## src/rtl/spi_byte_master_pkg.sv

```systemverilog
// Types shared by the SPI controller and its byte shift engine.
package pack_1_t;

    typedef enum logic [1:0] {
        SPI_IDLE = 2'd0,
        SPI_GEN  = 2'd1,
        SPI_DONE = 2'd2
    } spi_fsm;

    typedef enum logic [2:0] {
        TOP_IDLE   = 3'd0,
        TOP_CONFIG = 3'd1,
        TOP_COMM   = 3'd2,
        TOP_READ   = 3'd3,
        TOP_WAIT   = 3'd4
    } top_fsm;

    // Divider counter is at least one bit, even for CLK_DIV = 1.
    function automatic int div_w(input int div);
        return (div > 1) ? $clog2(div) : 1;
    endfunction

endpackage

```

## src/rtl/spi_byte_master_sclk_gen.sv

```systemverilog
// SPI mode-0 clock divider with rise/fall strobes aligned to each toggle.
module spi_sclk_gen
    import pack_1_t::*;
#(
    parameter int CLK_DIV = 4
) (
    input  logic clk,
    input  logic rst_n,
    input  logic en_i,
    output logic sclk_o,
    output logic rise_tick_o,
    output logic fall_tick_o
);

    localparam int CW = div_w(CLK_DIV);
    localparam logic [CW-1:0] TC = CW'(CLK_DIV - 1);

    logic [CW-1:0] div_q, div_d;
    logic          sclk_q, sclk_d;
    logic          tick;

    assign tick = en_i && (div_q == TC);

    always_comb begin
        div_d  = div_q;
        sclk_d = sclk_q;
        if (!en_i) begin
            div_d  = '0;
            sclk_d = 1'b0;
        end else if (tick) begin
            div_d  = '0;
            sclk_d = ~sclk_q;
        end else begin
            div_d  = div_q + CW'(1);
        end
    end

    always_ff @(posedge clk or negedge rst_n) begin
        if (!rst_n) begin
            div_q  <= '0;
            sclk_q <= 1'b0;
        end else begin
            div_q  <= div_d;
            sclk_q <= sclk_d;
        end
    end

    // Strobes are high in the cycle whose closing edge toggles sclk.
    assign rise_tick_o = tick && !sclk_q;
    assign fall_tick_o = tick && sclk_q;
    assign sclk_o      = sclk_q;

endmodule

```

## src/rtl/spi_byte_master.sv

```systemverilog
// Byte-level SPI mode-0 master: shifts MSB-first, returns rx with done.
module spi_byte_master
    import pack_1_t::*;
#(
    parameter int CLK_DIV = 4,
    parameter int DATA_W  = 8
) (
    input  logic              clk,
    input  logic              rst_n,
    input  logic              start,
    input  logic [DATA_W-1:0] tx_data,
    input  logic              hold_cs,
    output logic              busy,
    output logic              done,
    output logic [DATA_W-1:0] rx_data,
    output logic              sclk,
    output logic              mosi,
    input  logic              miso,
    output logic              cs_n
);

    localparam int EW = $clog2(2 * DATA_W + 1);
    localparam logic [EW-1:0] LAST = EW'(2 * DATA_W - 1);

    spi_fsm            state_q, state_d;
    logic [DATA_W-1:0] tx_q, tx_d;
    logic [DATA_W-1:0] rsh_q, rsh_d;
    logic [DATA_W-1:0] rx_q, rx_d;
    logic [EW-1:0]     edge_q, edge_d;
    logic              hold_q, hold_d;
    logic              cs_n_q, cs_n_d;
    logic              mosi_q, mosi_d;
    logic              gen_en, rise, fall;
    logic              accept, last;

    assign gen_en = (state_q == SPI_GEN);
    assign accept = (state_q == SPI_IDLE) && start;
    assign last   = fall && (edge_q == LAST);

    spi_sclk_gen #(
        .CLK_DIV(CLK_DIV)
    ) u_sclk (
        .clk        (clk),
        .rst_n      (rst_n),
        .en_i       (gen_en),
        .sclk_o     (sclk),
        .rise_tick_o(rise),
        .fall_tick_o(fall)
    );

    always_ff @(posedge clk or negedge rst_n) begin
        if (!rst_n) state_q <= SPI_IDLE;
        else        state_q <= state_d;
    end

    always_comb begin
        state_d = state_q;
        unique case (state_q)
            SPI_IDLE: if (start) state_d = SPI_GEN;
            SPI_GEN:  if (last)  state_d = SPI_DONE;
            SPI_DONE: state_d = SPI_IDLE;
            default:  state_d = SPI_IDLE;
        endcase
    end

    always_comb begin
        busy = 1'b0;
        done = 1'b0;
        unique case (state_q)
            SPI_GEN:  busy = 1'b1;
            SPI_DONE: begin
                busy = 1'b1;
                done = 1'b1;
            end
            default: ;
        endcase
    end

    always_comb begin
        tx_d   = tx_q;
        rsh_d  = rsh_q;
        rx_d   = rx_q;
        edge_d = edge_q;
        hold_d = hold_q;
        cs_n_d = cs_n_q;
        mosi_d = mosi_q;
        if (accept) begin
            tx_d   = tx_data;
            hold_d = hold_cs;
            cs_n_d = 1'b0;
            mosi_d = tx_data[DATA_W-1];
            edge_d = '0;
        end
        if (gen_en) begin
            if (rise || fall) edge_d = edge_q + EW'(1);
            if (rise) rsh_d = {rsh_q[DATA_W-2:0], miso};
            // No shift on the final fall so mosi keeps the LSB.
            if (fall && (edge_q < LAST)) begin
                tx_d   = {tx_q[DATA_W-2:0], 1'b0};
                mosi_d = tx_q[DATA_W-2];
            end
            if (last) rx_d = rsh_q;
        end
        if ((state_q == SPI_DONE) && !hold_q) cs_n_d = 1'b1;
    end

    always_ff @(posedge clk or negedge rst_n) begin
        if (!rst_n) begin
            tx_q   <= '0;
            rsh_q  <= '0;
            rx_q   <= '0;
            edge_q <= '0;
            hold_q <= 1'b0;
            cs_n_q <= 1'b1;
            mosi_q <= 1'b0;
        end else begin
            tx_q   <= tx_d;
            rsh_q  <= rsh_d;
            rx_q   <= rx_d;
            edge_q <= edge_d;
            hold_q <= hold_d;
            cs_n_q <= cs_n_d;
            mosi_q <= mosi_d;
        end
    end

    assign rx_data = rx_q;
    assign cs_n    = cs_n_q;
    assign mosi    = mosi_q;

endmodule
```

## config.mk

```make
export PLATFORM = sky130hd
export DESIGN_NAME = spi_byte_master
export DESIGN_NICKNAME = d
export VERILOG_FILES = /design/src/rtl/spi_byte_master_pkg.sv /design/src/rtl/spi_byte_master_sclk_gen.sv /design/src/rtl/spi_byte_master.sv
export SDC_FILE = /design/constraint.sdc
export NUM_CORES = 1
export LEC_CHECK = 0
export ABC_CLOCK_PERIOD_IN_PS = 2550
export CAP_MARGIN = 20
export CORE_ASPECT_RATIO = 2
export CORE_MARGIN = 5
export CORE_UTILIZATION = 52
export CTS_CLUSTER_DIAMETER = 120
export DETAILED_ROUTE_END_ITERATION = 8
export HOLD_SLACK_MARGIN = 0.1
export PLACE_DENSITY = 0.75
export SETUP_SLACK_MARGIN = 0.2
export SLEW_MARGIN = 0
export SYNTH_ARGS = -nofsm -noshare
export SYNTH_HDL_FRONTEND = slang
export SYNTH_HIERARCHICAL = 1
export SYNTH_SLANG_ARGS = --single-unit
export TNS_END_PERCENT = 100
```

## constraint.sdc

```tcl
create_clock -name clk -period 2.55 [get_ports clk]
set_input_delay 0.3825 -clock clk [delete_from_list [all_inputs] [get_ports clk]]
set_output_delay 0.3825 -clock clk [all_outputs]
set_load 0.05 [all_outputs]
```

==> reports/results.tsv <==
metric	value	unit
YS warnings	6	
final WL	2900	um
Clock Sinks	36	
CTS clock-pin slew for the worst setup and hold paths	70	ps
Final min period	2230	ps
vias	1006	
worst-case clock buffer depth	2	
worst hold stages	1	
Final GP Congestion	0.677	
Hold Path Sink	cs_n	
clk_skew	3.32	ps
io pins	26	
Antenna diodes	0	
Initial Util	0.526	
Simple-Gate Fraction of Synth Area	0.0862	
Worst setup EP type	primary output	
DRC	0	
setup TNS after final layout	0	ps
antenna violations before repair	0	
Static Leakage	0.000957	uW
postcts setup bufs	0	
Clock power frac	0.228	
clock insertion delay at the later pin of the skew report	280	ps
Worst R2R End	edge_q[3]	
die span in y	89.4	um
die width	49.7	um
synth unique cells	29	
reg2reg setup slack	480	ps
Max Clk Rate	0.449	GHz
pwr/cell area	886	mW/mm2
critical path launch point type	register	
internal power	1210	uW
Final Hold Fails	0	
crit path kind	register to primary output	
switching share of total power	0.322	
pins over their slew limit	0	
Place WS	298	ps
synthesized area	0.00164	mm2
Adder-Cell Fraction of Synth Area	0.0610	
Final HPWL DP	2200	um
drt first pass iters	2	
Die ar.	0.00445	mm2
Max Cap Viol	0	
Mean Syn Cell Area	13.8	um2
Switch Pwr	576	uW
Synth Instances	119	
CTS Buf Count	5	
RSZ-0062 raised after global routing	false	
status	finished, final reports clean	
worst vdd ir	0.550	mV
sequential area share after synthesis	0.550	
CP arrival	1840	ps
combinational fraction of design power	0.343	
final setup vio count	0	
Final WS setup	324	ps
crit share post-route	0.873	
Worst Path Max Fanout	4	
flops & latches, synth	36	
Post-DRT Antenna Nets	0	
post-DR wirelength/cell	15.9	um
Req. time, crit path	2170	ps
largest net degree at the start of global routing	37	
Hold Path Class	register to register	
Rel. slew slack	0.666	
PortBufs	25	
final core occ	0.647	
Slew @ Worst Pin	500	ps
starting DRC count in detailed routing	6	
vias in the first global route	1134	
first-pass GRT wire length	5260	um
gr ovfl total	0	
largest family of logic cells by synthesized area	multiplexers	
Post-Synth XOR/XNOR Area	0.00534	
Tot GR Track Use	0.157	
CTS root buf	clkbuf_8	
H-tree levels	2	
Compound-Gate Fraction of Synth Area	0.0336	
CTS Hold Bufs	0	
area of the core	0.00312	mm2
syn_nets	140	
drt via density	5.53	
CTS tree	yes	
# nets final	171	
# rows	29	
multiplexer share of the synthesized area	0.243	
hold path startpoint	hold_q	
worst r2r src	state_q[1]	
R2R depth	6	
hold_ws	426	ps
Sequential Power Share	0.429	
layout cells sized above 1	0.298	
area grow syn2layout	23.0	%
[cell usage in the layout (no fill, tap or decap), types with 3 or more instances in the layout]
master / n
mux2_2: 27
inv_1: 5
nor3b_1: 3
mux2_4: 4
nand3_1: 6
clkbuf_8: 6
o21ai_0: 4
mux2_1: 3
ha_1: 8
clkdlybuf4s50_1: 25
dfrtp_1: 35
nand2_1: 5
[critical path, cell delays in order (launching register included)]
cell and delay, ps:
dfrtp_1 390, inv_1 90, ha_1 280, clkdlybuf4s50_1 790
[synth_stat cells (all sizes together)]
master,instances,area share
mux2,34,0.24
nor2,1,0.0023
inv,5,0.011
dfrtp,35,0.53
a21boi,1,0.0046
nand2,6,0.015
a21o,1,0.0046
and3b,1,0.0061
o21ai,5,0.015
a311o,1,0.0061
nor2b,1,0.0038
dfstp,1,0.016
nand3,6,0.018
nor3,1,0.0030
xor2,1,0.0053
buf,2,0.0099
nand4,2,0.011
and2,1,0.0038
and3,2,0.0084
a21oi,1,0.0030
ha,8,0.061
nor3b,3,0.014
[kinds of logic after synthesis]
group / Yosys count
xor+xnor: 1
mux: 34
flops: 36
buf+inv: 7
simple gates: 24
fa+ha+maj: 8
compound gates: 9
[what timing repair did]
action,CTS,global route
gates resized for setup,0,1
endpoints found under the setup margin,0,1
endpoints found under the hold margin,0,0
[state kept, by name, indices dropped and copies added (netlist names)]
register / count
cs_n: 1
edge_q: 5
hold_q: 1
mosi: 1
rsh_q: 8
rx_data: 8
state_q: 2
tx_q: 7
u_sclk/div_q: 2
u_sclk/sclk_o: 1
[power groups by stage]
stage               Clock [uW]  Sequential (uW)  Combinational (uW)
floorplan                    0              817                 422
global placement             0              768                 599
detailed placement           0              779                 625
CTS                        421              768                 627
global route               454              784                 674
finish                     407              766                 614
[worst max-delay path by stage]
stage,start,to,slack [ps],cells past startpoint
detailed placement,state_q[1],edge_q[3],300,6
finish,state_q[0],busy,320,3
CTS,state_q[1],edge_q[3],290,6
floorplan,state_q[1],edge_q[2],780,7
global route,state_q[0],busy,240,3
global placement,state_q[1],edge_q[3],430,6
[per-layer routing]
layer,GRT usage,vias to the layer above,wire length (um)
met4,0.0573,0,52
met5,0,-,0
met1,0.165,496,1070
met3,0.0568,6,125
met2,0.282,24,1660
li1,-,480,-
[cell type report]
| cell class | count | area [um2] |
|---|---|---|
| Timing Repair Buffer | 26 | 258 |
| Clock buffer | 7 | 86.3 |
| Fill cell | 262 | 1100 |
| Sequential cell | 36 | 902 |
| Multi-Input combinational cell | 76 | 707 |
| Tap cell | 31 | 38.8 |
| Clock inverter | 1 | 7.51 |
| Inverter | 5 | 18.8 |
[metrics by stage]
stage	cells	instance area, um2	total power, uW
after global routing	182	2020	1910
after detailed placement	174	1920	1400
after global placement	174	1920	1370
final	182	2020	1790
after floorplan	119	1640	1240
after CTS	182	2010	1820
Power figures use the tool's default switching activity.
